**config.mk**
```make
export PLATFORM = sky130hd
export DESIGN_NAME = serial_add_ctrl_flat
export DESIGN_NICKNAME = d
export VERILOG_FILES = /design/src/rtl/serial_add_ctrl_pkg.sv /design/src/rtl/serial_add_ctrl_if.sv /design/src/rtl/serial_add_ctrl_fa_cell.sv /design/src/rtl/serial_add_ctrl.sv /design/src/flat_wrapper.sv
export SDC_FILE = /design/constraint.sdc
export NUM_CORES = 1
export LEC_CHECK = 0
export CAP_MARGIN = 15
export CORE_UTILIZATION = 40
export DETAILED_ROUTE_END_ITERATION = 10
export PLACE_DENSITY = 0.64
export SYNTH_ARGS = -nofsm -noshare
export SYNTH_HDL_FRONTEND = slang
export SYNTH_SLANG_ARGS = --single-unit
```
**constraint.sdc**
```tcl
create_clock -name clk -period 1.5 [get_ports clk]
set_input_delay 0.15 -clock clk [delete_from_list [all_inputs] [get_ports clk]]
set_output_delay 0.15 -clock clk [all_outputs]
set_load 0.03 [all_outputs]
```
**src/rtl/serial_add_ctrl_pkg.sv**
```systemverilog
// Shared types and constants for the bit-serial adder controller.
package serial_add_pkg;

  localparam int DEF_WIDTH = 8;

  typedef enum logic [1:0] {
    ST_IDLE = 2'd0,
    ST_RUN  = 2'd1,
    ST_DONE = 2'd2
  } state_t;

endpackage

```
**src/rtl/serial_add_ctrl_if.sv**
```systemverilog
// Operand-in / result-out handshake bundle for serial_add_ctrl.
interface serial_add_ctrl_if #(
  parameter int WIDTH = serial_add_pkg::DEF_WIDTH
);
  logic             in_valid;
  logic             in_ready;
  logic [WIDTH-1:0] a;
  logic [WIDTH-1:0] b;
  logic             cin;
  logic             out_valid;
  logic             out_ready;
  logic [WIDTH-1:0] sum;
  logic             cout;
  logic             busy;

  modport master (
    output in_valid, a, b, cin, out_ready,
    input  in_ready, out_valid, sum, cout, busy
  );

  modport slave (
    input  in_valid, a, b, cin, out_ready,
    output in_ready, out_valid, sum, cout, busy
  );
endinterface

```
**src/rtl/serial_add_ctrl_fa_cell.sv**
```systemverilog
// 1-bit full adder built from two half adders; purely combinational.
module ha (
  input  logic x,
  input  logic y,
  output logic s,
  output logic c
);
  assign s = x ^ y;
  assign c = x & y;
endmodule

module fa_cell (
  input  logic a,
  input  logic b,
  input  logic ci,
  output logic s,
  output logic co
);
  logic s0;
  logic c0;
  logic c1;

  ha u_ha0 (.x(a),  .y(b),  .s(s0), .c(c0));
  ha u_ha1 (.x(s0), .y(ci), .s(s),  .c(c1));

  assign co = c0 | c1;
endmodule

```
**src/rtl/serial_add_ctrl.sv**
```systemverilog
// Bit-serial WIDTH-bit adder: one full-adder cell stepped LSB-first over WIDTH cycles.
module serial_add_ctrl
  import serial_add_pkg::*;
#(
  parameter int WIDTH = DEF_WIDTH
) (
  input logic               clk,
  input logic               rst,
  serial_add_ctrl_if.slave  bus
);
  localparam int CNT_W = $clog2(WIDTH) + 1;

  state_t           state;
  state_t           state_nxt;
  logic [WIDTH-1:0] a_sr;
  logic [WIDTH-1:0] b_sr;
  logic [WIDTH-1:0] sum_sr;
  logic [WIDTH-1:0] sum_next;
  logic             carry;
  logic [CNT_W-1:0] cnt;
  logic             out_valid_q;
  logic             last;
  logic             fa_s;
  logic             fa_co;
  logic             in_ready_c;
  logic             busy_c;

  fa_cell u_fa (
    .a  (a_sr[0]),
    .b  (b_sr[0]),
    .ci (carry),
    .s  (fa_s),
    .co (fa_co)
  );

  assign last = (cnt == CNT_W'(WIDTH - 1));

  // A one-bit sum register has no upper slice to shift down.
  if (WIDTH == 1) begin : g_w1
    assign sum_next = fa_s;
  end else begin : g_wn
    assign sum_next = {fa_s, sum_sr[WIDTH-1:1]};
  end

  always_ff @(posedge clk or posedge rst) begin
    if (rst) begin
      state <= ST_IDLE;
    end else begin
      state <= state_nxt;
    end
  end

  always_comb begin
    state_nxt = state;
    unique case (state)
      ST_IDLE: if (bus.in_valid && in_ready_c) state_nxt = ST_RUN;
      ST_RUN:  if (last)                       state_nxt = ST_DONE;
      ST_DONE: if (out_valid_q && bus.out_ready) state_nxt = ST_IDLE;
      default:                                 state_nxt = ST_IDLE;
    endcase
  end

  always_comb begin
    in_ready_c = (state == ST_IDLE);
    busy_c     = (state != ST_IDLE);
  end

  always_ff @(posedge clk or posedge rst) begin
    if (rst) begin
      a_sr        <= '0;
      b_sr        <= '0;
      sum_sr      <= '0;
      carry       <= 1'b0;
      cnt         <= '0;
      out_valid_q <= 1'b0;
    end else begin
      unique case (state)
        ST_IDLE: begin
          if (bus.in_valid) begin
            a_sr   <= bus.a;
            b_sr   <= bus.b;
            carry  <= bus.cin;
            cnt    <= '0;
            sum_sr <= '0;
          end
        end
        ST_RUN: begin
          sum_sr <= sum_next;
          a_sr   <= a_sr >> 1;
          b_sr   <= b_sr >> 1;
          carry  <= fa_co;
          cnt    <= cnt + CNT_W'(1);
          if (last) out_valid_q <= 1'b1;
        end
        ST_DONE: begin
          if (bus.out_ready) out_valid_q <= 1'b0;
        end
        default: out_valid_q <= 1'b0;
      endcase
    end
  end

  assign bus.in_ready  = in_ready_c;
  assign bus.busy      = busy_c;
  assign bus.out_valid = out_valid_q;
  assign bus.sum       = sum_sr;
  assign bus.cout      = carry;

endmodule
```
**src/flat_wrapper.sv**
```systemverilog
// flat-port wrapper written by rule: the top's interface ports become plain ports
module serial_add_ctrl_flat import serial_add_pkg::*;
#(
  parameter int WIDTH = DEF_WIDTH
)
  (clk, rst, bus_in_valid, bus_a, bus_b, bus_cin, bus_out_ready, bus_in_ready, bus_out_valid, bus_sum, bus_cout, bus_busy);
  serial_add_ctrl_if #(.WIDTH(WIDTH)) bus_i ();
  input logic clk;
  input logic rst;
  input wire logic [$bits(bus_i.in_valid)-1:0] bus_in_valid;
  input wire logic [$bits(bus_i.a)-1:0] bus_a;
  input wire logic [$bits(bus_i.b)-1:0] bus_b;
  input wire logic [$bits(bus_i.cin)-1:0] bus_cin;
  input wire logic [$bits(bus_i.out_ready)-1:0] bus_out_ready;
  output wire logic [$bits(bus_i.in_ready)-1:0] bus_in_ready;
  output wire logic [$bits(bus_i.out_valid)-1:0] bus_out_valid;
  output wire logic [$bits(bus_i.sum)-1:0] bus_sum;
  output wire logic [$bits(bus_i.cout)-1:0] bus_cout;
  output wire logic [$bits(bus_i.busy)-1:0] bus_busy;
  assign bus_i.in_valid = bus_in_valid;
  assign bus_i.a = bus_a;
  assign bus_i.b = bus_b;
  assign bus_i.cin = bus_cin;
  assign bus_i.out_ready = bus_out_ready;
  assign bus_in_ready = bus_i.in_ready;
  assign bus_out_valid = bus_i.out_valid;
  assign bus_sum = bus_i.sum;
  assign bus_cout = bus_i.cout;
  assign bus_busy = bus_i.busy;
  serial_add_ctrl #(.WIDTH(WIDTH)) u_core (.clk(clk), .rst(rst), .bus(bus_i));
endmodule
```
==> results.toml, run 1 <==
[cells_and_area]
nets = 207
area_growth_pct = 30.5
drive_gt1_share_pct = 17.3
stdcell_area_sq_mm = 0.00195
antenna_cells = 0
final_core_util_pct = 56.5
final_cells = 231

[worst_setup_path]
cp_slowest_cell = "or3b_4"
critPathLaunchType = "flop"
critical-path-max-stage-delay_ns = 0.51
path_cells = "buf_4 > or3b_4 > nand3_1 > o21ai_0"
cp_max_fo = 13
timing_worst_setup_path_type = "reg -> reg"
ff2ff_path_depth = 4
cp.arrival_ns = 1.53
required_ns = 1.66
critPathCaptureType = "flop"

[place]
hpwl_microns = 1920
place_area_sq_mm = 0.00186
io_buffers = 32
place.gp.congestion = 0.738
numPlacedInstances = 223

[floorplan]
core_area_sq_mm = 0.00344
ios = 33
start_util_pct = 43.3
dieArea_sq_mm = 0.00398
die_w_microns = 63.1
die-height_microns = 63.1
rows = 21

[logic_synthesis]
ys_seq_area_share_pct = 53.7
ys_warn_count = 0
synth_ff_type = "dfrtp_1"
synthesis.area_sq_mm = 0.00149
synth_edf_count = 0
ys_ff_latch = 32
syn-instance-count = 146
yosys.area.top_type = "dfrtp_1"
synth.most_common_cell = "nand2_1"
synth.area.top_cells = "dfrtp_1, nand2_1, a22oi_1"
synth_cell_types = 26
async_reset_ff_share_pct = 100
synth_top_area_share_pct = 53.7
yosys-top-cells-count = "nand2_1, dfrtp_1, a22oi_1"
syn_nets = 169
syn_avg_cell_area_sq_um = 10.2

[cts]
cts.sinks = 32
root_buffer = "clkbuf_8"
cts_inserted_buffers = 5
clkTransAtPathRegs_ns = 0.07
clock_path_buffers = 2
cts_hold_buf = 0
htree_levels = 2
clock_latency_ns = 0.28
cts_tree = "built"

[detailed_routing]
first_iter_violations = 86
num_vias = 1139
antenna_left = 0
routedWlPerCell_microns = 12.0
postRouteWirelength_microns = 2770
first_pass_iters = 4
viasPerCell = 4.93
drc = 0

[global_routing]
grt_max_degree = 33
globalRouteOverflowTotal = 0
gr-usage-all-layers_pct = 17.0
antenna_found_initial = 0
grt_pass1_wl_microns = 5150
grt_pass1_vias = 1147

[timing]
fin_crit_sh_pct = 91.0
whs_ns = 0.256
fin_skew_ns = 0.00569
hold_viol_final = 0
max_freq_mhz = 733
slew_headroom_pct = 72.8
tns_ns = 0
setup-violations-final = 0
rsz0062_at_grt = "no"
fin_crit_ns = 1.37
tightestPinTransition_ns = 0.408
finalMaxSlewViolations = 0

[pwr]
p_per_area_mw_per_mm2 = 2020
clock_power_share_pct = 16.9
ir_worst_vdd_mv = 0.821
p_int_w = 0.00233
p_sw_w = 0.00160
sw_frac_of_total_pct = 40.8
p_leak_nw = 1.02
pwr-share-comb_pct = 45.7
power_frac_seq_pct = 37.4

[job]
maxCapViolCount = 0

[run_status]
status = "finished, final reports clean"

[worst_hold_path]
hold_class = "in -> async"
[logic make-up after synthesis]
| group | count (synthesis) | share of synthesized area, % |
|---|---|---|
| simple gates | 71 | 24.1 |
| buf+inv | 14 | 6.88 |
| fa+ha+maj | 2 | 2.18 |
| mux | 1 | 0.671 |
| flops | 32 | 53.7 |
| compound gates | 26 | 12.5 |
[path summary, 6_finish.rpt]
path	start	to	slack, ns
min in group clk	bus_a[7]	u_core.a_sr[7]$_DFFE_PP0P_	0.42
hold / removal	rst	u_core.a_sr[3]$_DFFE_PP0P_	0.26
setup reg to reg	u_core.state[1]$_DFFE_PP0P_	u_core.bus.sum[7]$_DFFE_PP0P_	0.13
hold reg to reg	u_core.a_sr[2]$_DFFE_PP0P_	u_core.a_sr[2]$_DFFE_PP0P_	0.48
setup / recovery	u_core.state[1]$_DFFE_PP0P_	u_core.bus.sum[7]$_DFFE_PP0P_	0.13
max in group asynchronous	rst	u_core.b_sr[7]$_DFFE_PP0P_	0.95
[layer usage]
| metal | wire length [microns] | share of wire (%) | up-vias | global-route usage, % |
|---|---|---|---|---|
| met4 | 18 | 0.65 | 0 | 6.10 |
| li1 | - | - | 565 | - |
| met5 | 0 | 0 | - | 0 |
| met3 | 155 | 5.6 | 2 | 7.07 |
| met1 | 1320 | 47 | 538 | 20.3 |
| met2 | 1280 | 46 | 34 | 27.3 |
[cells in the final DEF, fill, tap and decap left out, drive strengths merged, types with 2 or more instances in the layout]
master / count
dlygate4sd2: 6
dlymetal6s2s: 4
clkdlybuf4s50: 20
a21oi: 2
a21o: 2
clkbuf: 7
nand2: 52
inv: 5
dfrtp: 32
buf: 9
a22oi: 14
nand3: 11
clkinv: 2
o21ai: 5
[worst max-delay path, delay by kind of cell, from the launching register on]
family | cells | cell delay [ns]
flip-flops | 1 | 0.38
AND/OR/NAND/NOR | 2 | 0.63
AO/OA/AOI/OAI | 1 | 0.08
buffers and inverters | 1 | 0.16
[per-stage QoR]
| step | setup slack [ns] | power [W] |
|---|---|---|
| after floorplan | 0.172 | 0.00284 |
| after global placement | 0.0246 | 0.00333 |
| after detailed placement | 0.00535 | 0.00336 |
| after CTS | 0.00238 | 0.00400 |
| after global routing | 0.0384 | 0.00428 |
| final | 0.135 | 0.00393 |
[power by group through the flow]
stage                     combinational (W)  clock, W  sequential, W
after floorplan                     0.00117         0        0.00167
after global placement              0.00185         0        0.00148
after detailed placement            0.00187         0        0.00149
after CTS                           0.00183  0.000695        0.00148
after global routing                0.00201  0.000748        0.00153
final                               0.00179  0.000664        0.00147
[sequential cells by signal, indices dropped and copies added, names as in the netlist]
signal,flops
u_core.cnt,4
u_core.bus.cout,1
u_core.bus.out_valid,1
u_core.a_sr,8
u_core.b_sr,8
u_core.state,2
u_core.bus.sum,8
[repair_timing]
item / CTS / global route
resized for setup: 7 / 6
setup buffers: 0 / 0
pin swaps: 0 / 0
endpoints found under the setup margin: 7 / 5
[cell type report]
| type | count | area, sq um |
|---|---|---|
| Fill cell | 335 | 1500 |
| Sequential cell | 32 | 801 |
| Multi-Input combinational cell | 100 | 588 |
| Timing Repair Buffer | 40 | 388 |
| Clock buffer | 6 | 82.6 |
| Tap cell | 46 | 57.6 |
| Inverter | 5 | 18.8 |
| Clock inverter | 2 | 10.0 |
(Power assumes the default switching activity.)
==> run 2: changes to the inputs <==
- CORE_MARGIN: not set -> 8
==> results.toml, run 2 (synthesis results as in run 1) <==
[timing]
setup-violations-final = 0
hold_viol_final = 0
rsz0062_at_grt = "no"
fin_skew_ns = 0.00358
fin_crit_sh_pct = 90.4
fin_crit_ns = 1.36
tightestPinTransition_ns = 0.404
slew_headroom_pct = 73.1
finalMaxSlewViolations = 0
max_freq_mhz = 737
tns_ns = 0

[detailed_routing]
viasPerCell = 4.80
routedWlPerCell_microns = 12.9
drc = 0
postRouteWirelength_microns = 3010
met1Wirelength_microns = 1420
first_iter_violations = 34
highest_layer = "met4"
wl_met2_microns = 1420
num_vias = 1118
antenna_left = 0
met3_length_microns = 142
first_pass_iters = 4

[cells_and_area]
layout_commonest_cell = "nand2_1"
antenna_cells = 0
area_growth_pct = 31.5
layout_common_cells = "nand2_1, dfrtp_1, clkdlybuf4s50_1"
nets = 207
drive_gt1_share_pct = 16.8
final_cells = 233

[worst_setup_path]
reg2reg_to = "u_core.bus.sum[7]$_DFFE_PP0P_"
r2r-start = "u_core.state[1]$_DFFE_PP0P_"
timing_worst_setup_path_type = "reg -> reg"
startpoint = "u_core.state[1]$_DFFE_PP0P_"
cp_max_fo = 13
required_ns = 1.65
crit_end = "u_core.bus.sum[7]$_DFFE_PP0P_"
critPathCaptureType = "flop"
ff2ff_path_depth = 4
critPathLaunchType = "flop"
cp.arrival_ns = 1.50
r2r_setup_slack_ns = 0.14

[global_routing]
antenna_found_initial = 0
grt_max_degree = 33
gr-usage-all-layers_pct = 10.7
grt_pass1_vias = 1214
globalRouteOverflowTotal = 0
grt_pass1_wl_microns = 5350

[pwr]
p_int_w = 0.00236
p_leak_nw = 1.02
clock_power_share_pct = 16.7
ir_worst_vdd_mv = 0.692
sw_frac_of_total_pct = 40.6
pwr-share-comb_pct = 46.3
p_sw_w = 0.00161
power_frac_seq_pct = 37.0
p_per_area_mw_per_mm2 = 2030

[cts]
htree_levels = 2
root_buffer = "clkbuf_8"
clock_latency_ns = 0.27
cts.sinks = 32
post_cts_resized = 7
cts_inserted_buffers = 5
cts_tree = "built"
clock_path_buffers = 2
clkTransAtPathRegs_ns = 0.06
postCtsSetupRepairBufs = 0
cts_hold_buf = 0

[floorplan]
core_area_sq_mm = 0.00363
die_w_microns = 77.1
die-height_microns = 77.1
start_util_pct = 41.0
rows = 22
dieArea_sq_mm = 0.00594
ios = 33

[place]
numPlacedInstances = 225
io_buffers = 32
place.gp.congestion = 0.681
hpwl_microns = 2200

[run_status]
status = "finished, final reports clean"

[job]
maxCapViolCount = 0

[worst_hold_path]
hold_class = "in -> async"
[run 2: cell types whose count changed in the layout (fill, tap and decap cells not counted), sizes merged]
cell,delta
clkbuf,+2
clkinv,-2
[run 2: layout make-up]
class | instances | area [sq um]
clock buffer | 8 | 90.1
fill | 341 | 1670
inverter | 5 | 18.8
multi-input combinational | 100 | 591
sequential | 32 | 801
tap | 48 | 60.1
timing repair buffer | 40 | 400
[run 2: worst min-delay path by stage]
| stage | depth (start not counted) | endpoint |
|---|---|---|
| after CTS | 3 | u_core.bus.sum[5]$_DFFE_PP0P_ |
| after global routing | 3 | u_core.a_sr[0]$_DFFE_PP0P_ |
| after global placement | 2 | u_core.b_sr[1]$_DFFE_PP0P_ |
| after detailed placement | 2 | u_core.b_sr[6]$_DFFE_PP0P_ |
| final | 3 | u_core.bus.sum[5]$_DFFE_PP0P_ |
| after floorplan | 2 | u_core.a_sr[7]$_DFFE_PP0P_ |
[run 2: layer usage]
layer  GRT usage (%)  up-vias
met1            12.8      529
met4            3.96        0
li1                -      559
met3            3.73        4
met5               0        -
met2            17.4       26
[run 2: power by group through the flow]
stage	Clock, W	Sequential [W]	Combinational, W
after global placement	0	0.00148	0.00189
after global routing	0.000723	0.00152	0.00205
after detailed placement	0	0.00149	0.00193
final	0.000665	0.00147	0.00184
after floorplan	0	0.00167	0.00117
after CTS	0.000680	0.00148	0.00187
[run 2: per-stage QoR]
stage	hold slack (ns)	setup WS [ns]	area, sq um	power (W)	util (%)
floorplan	0.255	0.172	1490	0.00284	-
global placement	0.459	0.0611	1870	0.00337	51.5
detailed placement	0.465	0.0349	1870	0.00342	51.5
CTS	0.265	0.00424	1950	0.00404	53.7
global route	0.328	0.0500	1960	0.00429	54.0
finish	0.256	0.144	1960	0.00398	54.0
[run 2: worst max-delay path: stages, from the launching register on]
cell and delay [ns]:
dfrtp_1 0.37, buf_4 0.16, or3b_4 0.50, nand3_1 0.11, o21ai_0 0.08
